<file path="src/rtl/fifo_stream_adapter_if.sv">
// Handshake bundle for fifo_stream_adapter: the FIFO read side and the outgoing stream.
// master: the adapter (issues reads, drives the stream).
// slave:  the environment (FIFO and stream sink).
interface fifo_stream_adapter_if #(
  parameter int unsigned FIFO_WIDTH = 16
);
  logic                  fifo_empty;
  logic [FIFO_WIDTH-1:0] fifo_data_out;
  logic                  fifo_underflow;
  logic                  fifo_rd_en;
  logic                  m_valid;
  logic [FIFO_WIDTH-1:0] m_data;
  logic                  m_ready;

  modport master (
    input  fifo_empty,
    input  fifo_data_out,
    input  fifo_underflow,
    input  m_ready,
    output fifo_rd_en,
    output m_valid,
    output m_data
  );

  modport slave (
    output fifo_empty,
    output fifo_data_out,
    output fifo_underflow,
    output m_ready,
    input  fifo_rd_en,
    input  m_valid,
    input  m_data
  );
endinterface

</file>
<file path="src/rtl/fifo_stream_adapter.sv">
// FIFO-to-stream adapter with a 2-entry in-order skid buffer.
// Reads are issued only when the word (plus any read still in flight) is guaranteed a
// buffer slot, so the stream can stall without losing data and still sustain one word
// per cycle when m_ready stays high.
// Optional build macro ADAPTER_STATS_EN adds the 16-bit word_cnt delivery counter port.
module fifo_stream_adapter #(
  parameter int unsigned FIFO_WIDTH = 16
) (
  input  logic                    clk,
  input  logic                    rst_n,
  input  logic                    enable,
  fifo_stream_adapter_if.master   bus,
  output logic                    underflow_seen
`ifdef ADAPTER_STATS_EN
  ,
  output logic [15:0]             word_cnt
`endif
);

  typedef enum logic [1:0] {
    StEmpty = 2'd0,
    StOne   = 2'd1,
    StTwo   = 2'd2
  } state_e;

  state_e                state_q;
  logic [FIFO_WIDTH-1:0] head_q;
  logic [FIFO_WIDTH-1:0] tail_q;
  logic                  inflight_q;
  logic                  underflow_seen_q;

  logic                  pop;
  logic                  capture;
  logic                  discard;
  logic [2:0]            occupancy;
  logic [2:0]            committed;

  // Occupancy decode of the buffer FSM
  always_comb begin
    occupancy = 3'd0;
    case (state_q)
      StOne:   occupancy = 3'd1;
      StTwo:   occupancy = 3'd2;
      default: occupancy = 3'd0;
    endcase
  end

  assign pop     = bus.m_valid & bus.m_ready;
  assign capture = inflight_q & ~bus.fifo_underflow;
  assign discard = inflight_q & bus.fifo_underflow;

  // Words that will occupy the buffer once the in-flight read lands and this cycle's pop
  // leaves; a new read is only allowed if that leaves room for it. pop implies occupancy
  // >= 1, so the subtraction cannot wrap.
  assign committed = occupancy + {2'b00, inflight_q} - {2'b00, pop};

  assign bus.fifo_rd_en = rst_n & enable & ~bus.fifo_empty & (committed < 3'd2);
  assign bus.m_valid    = (state_q != StEmpty);
  assign bus.m_data     = (state_q != StEmpty) ? head_q : '0;
  assign underflow_seen = underflow_seen_q;

  // Buffer FSM: head is always the oldest word, tail the second one
  always_ff @(posedge clk or negedge rst_n) begin
    if (!rst_n) begin
      state_q <= StEmpty;
      head_q  <= '0;
      tail_q  <= '0;
    end else begin
      case (state_q)
        StEmpty: begin
          if (capture) begin
            head_q  <= bus.fifo_data_out;
            state_q <= StOne;
          end
        end
        StOne: begin
          if (capture && pop) begin
            head_q <= bus.fifo_data_out;
          end else if (capture) begin
            tail_q  <= bus.fifo_data_out;
            state_q <= StTwo;
          end else if (pop) begin
            state_q <= StEmpty;
          end
        end
        StTwo: begin
          // Capture without pop is excluded by the read gating
          if (pop) begin
            head_q <= tail_q;
            if (capture) begin
              tail_q <= bus.fifo_data_out;
            end else begin
              state_q <= StOne;
            end
          end
        end
        default: begin
          state_q <= StEmpty;
        end
      endcase
    end
  end

  // One read can be outstanding; its data arrives on the following cycle
  always_ff @(posedge clk or negedge rst_n) begin
    if (!rst_n) begin
      inflight_q <= 1'b0;
    end else begin
      inflight_q <= bus.fifo_rd_en;
    end
  end

  // Sticky record of a read that came back flagged as underflow
  always_ff @(posedge clk or negedge rst_n) begin
    if (!rst_n) begin
      underflow_seen_q <= 1'b0;
    end else if (discard) begin
      underflow_seen_q <= 1'b1;
    end
  end

`ifdef ADAPTER_STATS_EN
  logic [15:0] word_cnt_q;

  // Delivered-word counter, wraps naturally at 16 bits
  always_ff @(posedge clk or negedge rst_n) begin
    if (!rst_n) begin
      word_cnt_q <= 16'd0;
    end else if (pop) begin
      word_cnt_q <= word_cnt_q + 16'd1;
    end
  end

  assign word_cnt = word_cnt_q;
`endif

endmodule

</file>
<file path="src/flat_wrapper.sv">
// flat-port wrapper written by rule: the top's interface ports become plain ports
module fifo_stream_adapter_flat 
#(
  parameter int unsigned FIFO_WIDTH = 16
)
  (clk, rst_n, enable, underflow_seen, bus_fifo_empty, bus_fifo_data_out, bus_fifo_underflow, bus_m_ready, bus_fifo_rd_en, bus_m_valid, bus_m_data);
  fifo_stream_adapter_if #(.FIFO_WIDTH(FIFO_WIDTH)) bus_i ();
  input  logic clk;
  input  logic rst_n;
  input  logic enable;
  output logic underflow_seen;
  input wire logic [$bits(bus_i.fifo_empty)-1:0] bus_fifo_empty;
  input wire logic [$bits(bus_i.fifo_data_out)-1:0] bus_fifo_data_out;
  input wire logic [$bits(bus_i.fifo_underflow)-1:0] bus_fifo_underflow;
  input wire logic [$bits(bus_i.m_ready)-1:0] bus_m_ready;
  output wire logic [$bits(bus_i.fifo_rd_en)-1:0] bus_fifo_rd_en;
  output wire logic [$bits(bus_i.m_valid)-1:0] bus_m_valid;
  output wire logic [$bits(bus_i.m_data)-1:0] bus_m_data;
  assign bus_i.fifo_empty = bus_fifo_empty;
  assign bus_i.fifo_data_out = bus_fifo_data_out;
  assign bus_i.fifo_underflow = bus_fifo_underflow;
  assign bus_i.m_ready = bus_m_ready;
  assign bus_fifo_rd_en = bus_i.fifo_rd_en;
  assign bus_m_valid = bus_i.m_valid;
  assign bus_m_data = bus_i.m_data;
  fifo_stream_adapter #(.FIFO_WIDTH(FIFO_WIDTH)) u_core (.clk(clk), .rst_n(rst_n), .enable(enable), .bus(bus_i), .underflow_seen(underflow_seen));
endmodule
</file>
<file path="config.mk">
export PLATFORM = sky130hd
export DESIGN_NAME = fifo_stream_adapter_flat
export DESIGN_NICKNAME = d
export VERILOG_FILES = /design/src/rtl/fifo_stream_adapter_if.sv /design/src/rtl/fifo_stream_adapter.sv /design/src/flat_wrapper.sv
export SDC_FILE = /design/constraint.sdc
export NUM_CORES = 1
export LEC_CHECK = 0
export ABC_AREA = 1
export BUFFER_PORTS_ARGS = -buffer_cell sky130_fd_sc_hd__buf_2
export CORE_ASPECT_RATIO = 0.5
export CORE_MARGIN = 8
export CORE_UTILIZATION = 35
export CTS_CLUSTER_SIZE = 25
export DETAILED_ROUTE_END_ITERATION = 8
export PLACE_DENSITY_LB_ADDON = 0.12
export SYNTH_ARGS = -nofsm -noshare
export SYNTH_HDL_FRONTEND = slang
export SYNTH_SLANG_ARGS = --single-unit
</file>
<file path="constraint.sdc">
create_clock -name clk -period 5.8 [get_ports clk]
set_input_delay 1.45 -clock clk [delete_from_list [all_inputs] [get_ports clk]]
set_output_delay 1.45 -clock clk [all_outputs]
set_load 0.03 [all_outputs]
</file>
==> impl_metrics.env <==
export IMPL_synth_most_common_cell="nand2_1"
export IMPL_die_h_um=70.3
export IMPL_post_place_ws_ns=1.12
export IMPL_area_delta_synth_final_pct=20.0
export IMPL_cts_sinks=36
export IMPL_drive_above_1_share_pct=34.0
export IMPL_post_route_period_util_pct=80.3
export IMPL_yosys_area_top_type="dfrtp_1"
export IMPL_crit_chain="buf_2, inv_2, nor2_4, ha_1, inv_1, nand2_1, fa_1, inv_1, nor4_1, buf_2"
export IMPL_yosys_area_top_type_share_pct=43.6
export IMPL_grt_max_degree=37
export IMPL_root_buffer="clkbuf_16"
export IMPL_cts_inserted_buffers=5
export IMPL_ir_drop_mv=0.180
export IMPL_drv_cap=0
export IMPL_switchingPower_mw=0.537
export IMPL_place_congestion=0.719
export IMPL_cts_tree="built"
export IMPL_synth_distinct_cells=25
export IMPL_hold_viol=0
export IMPL_synthTopCellsByCount="nand2_1 (63), dfrtp_1 (36), inv_1 (23), nor2_1 (17)"
export IMPL_syn_instance_count=226
export IMPL_rsz0062_at_grt="false"
export IMPL_path_class="in2out"
export IMPL_place_hpwl_um=3210
export IMPL_slew_viol_final=0
export IMPL_yosysWarnings=0
export IMPL_via_per_inst=4.57
export IMPL_clock_fmax_ghz=0.215
export IMPL_drc=0
export IMPL_postCtsHoldBufs=0
export IMPL_antenna_found_initial=0
export IMPL_setup_viol=0
export IMPL_p_int_mw=0.834
export IMPL_clockBufferDepth=2
export IMPL_clockPowerShare_pct=28.9
export IMPL_initial_core_util_pct=37.0
export IMPL_max_stage_delay_ns=0.47
export IMPL_synth_edf_count=0
export IMPL_synth_seq_cells=36
export IMPL_finalPower_mw=1.37
export IMPL_finClkSkew_ns=0.00498
export IMPL_hold_path_class="reg2reg"
export IMPL_wl_um=4730
export IMPL_relSlewSlack_pct=42.0
export IMPL_clk_latency_ns=0.28
export IMPL_grt_use_total_pct=11.1
export IMPL_ant_nets=0
export IMPL_post_cts_setup_buffers=0
export IMPL_power_density_nw_per_um2=553
export IMPL_ys_seq_area_share_pct=43.6
export IMPL_netlist_area_um2=2070
export IMPL_post_route_util_pct=44.4
export IMPL_diodes=0
export IMPL_synthTopCellsByArea="dfrtp_1 (44%), nand2_1 (11%), mux2i_1 (7.7%)"
export IMPL_rows=19
export IMPL_required_ns=4.35
export IMPL_die_w_um=125
export IMPL_grt_overflow_total=0
export IMPL_p_leak_nw=1.27
export IMPL_drt_iter0_markers=59
export IMPL_wire_per_inst_um=14.0
export IMPL_outcome="finished, final reports clean"
export IMPL_seq_power_share_pct=31.5
export IMPL_worstSetupStartpointType="primary input"
export IMPL_port_buffers=40
export IMPL_comb_power_share_pct=39.6
export IMPL_dr_pass1_iters=4
export IMPL_h_tree_depth=2
export IMPL_ctsResizeCount=0
export IMPL_synth_nets=255
export IMPL_dieArea_um2=8770
export IMPL_synth_main_ff_cell="dfrtp_1"
export IMPL_cp_slowest_cell="fa_1"
export IMPL_fin_crit_ns=4.66
export IMPL_fin_nets=293
export IMPL_postSynth_asyncResetShare_pct=100
export IMPL_grt_pass1_wl_um=8090
export IMPL_grt_pass1_vias=1666
export IMPL_pin_count=41
export IMPL_fin_setup_tns_ns=0
export IMPL_core_um2=5590
export IMPL_setup_ws_ns=1.14
export IMPL_syn_area_per_cell_um2=9.15
export IMPL_power_switching_share_pct=39.2
export IMPL_worstPathArrival_ns=3.21
export IMPL_path_clk_slew_ns=0.06
export IMPL_cp_max_fo=3
export IMPL_endpoint_kind="output port"
export IMPL_tightest_slew_ns=0.870
export IMPL_vias=1546
-- cell type report --
cell class	count	area, µm²
fill	538	3110
sequential	36	901
timing repair buffer	42	215
inverter	28	110
clock buffer	5	125
tap	73	91.3
multi-input combinational	151	948
clock inverter	3	90.1
-- metrics by stage --
stage	area, µm²	cells	hold WS [ns]
floorplan	2070	226	0.442
global placement	2270	330	0.452
detailed placement	2270	330	0.459
CTS	2480	338	0.473
global route	2480	338	0.489
finish	2480	338	0.466
-- worst max-delay path: cells and delay by family --
kind                     cells  cell delay [ns]
adder cells (fa/ha/maj)      2             0.77
buffers and inverters        5             0.53
AND/OR/NAND/NOR              3             0.45
-- layout by cell type (no fill, tap or decap), types with 2 or more instances in the layout --
cell type	instances
nand3_1	9
buf_2	40
nand2_4	2
clkbuf_16	5
bufinv_16	3
inv_1	23
o21ai_2	16
nand2_1	63
nand2_2	3
inv_2	4
nor2_4	2
ha_1	6
nor2_1	17
dfrtp_1	36
nand3_2	11
buf_4	2
mux2i_1	16
-- path summary, 6_finish.rpt --
| path | start | endpoint | slack, ns | depth (start not counted) |
|---|---|---|---|---|
| max | bus_m_ready | bus_fifo_rd_en | 1.14 | 10 |
| min | u_core.tail_q[9]$_DFFE_PN0P_ | u_core.tail_q[9]$_DFFE_PN0P_ | 0.47 | 2 |
| max reg2reg | u_core.state_q[0]$_DFFE_PN0P_ | u_core.inflight_q$_DFF_PN0_ | 3.04 | 9 |
| min reg2reg | u_core.tail_q[9]$_DFFE_PN0P_ | u_core.tail_q[9]$_DFFE_PN0P_ | 0.47 | 2 |
| max in group asynchronous | rst_n | u_core.tail_q[12]$_DFFE_PN0P_ | 4.14 | 2 |
| min in group asynchronous | rst_n | u_core.tail_q[14]$_DFFE_PN0P_ | 1.31 | 2 |
-- cell families after synthesis --
kind of cell    share of synthesized area [%]
simple gates                             25.7
compound gates                           7.38
flops                                    43.6
mux                                      7.75
buf+inv                                  10.5
xor+xnor                                0.424
fa+ha+maj                                4.60
-- flip-flops by register name, indices dropped and copies added, names as in the netlist --
signal and cells:
u_core.inflight_q 1, u_core.tail_q 16, u_core.head_q 16, u_core.underflow_seen 1
u_core.state_q 2
-- power by group through the flow --
stage	clock (mW)	sequential (mW)	combinational (mW)
floorplan	0	0.424	0.458
global placement	0	0.430	0.541
detailed placement	0	0.435	0.550
CTS	0.403	0.432	0.555
global route	0.416	0.447	0.611
finish	0.396	0.432	0.542
-- layer usage --
metal  global-route usage, %  vias up  wire length, µm
li1                        -      783                -
met1                    13.7      735             2340
met2                    18.3       23             2150
met3                    3.01        5              180
met4                    3.97        0               53
met5                       0        -                0
(Power assumes the default switching activity.)
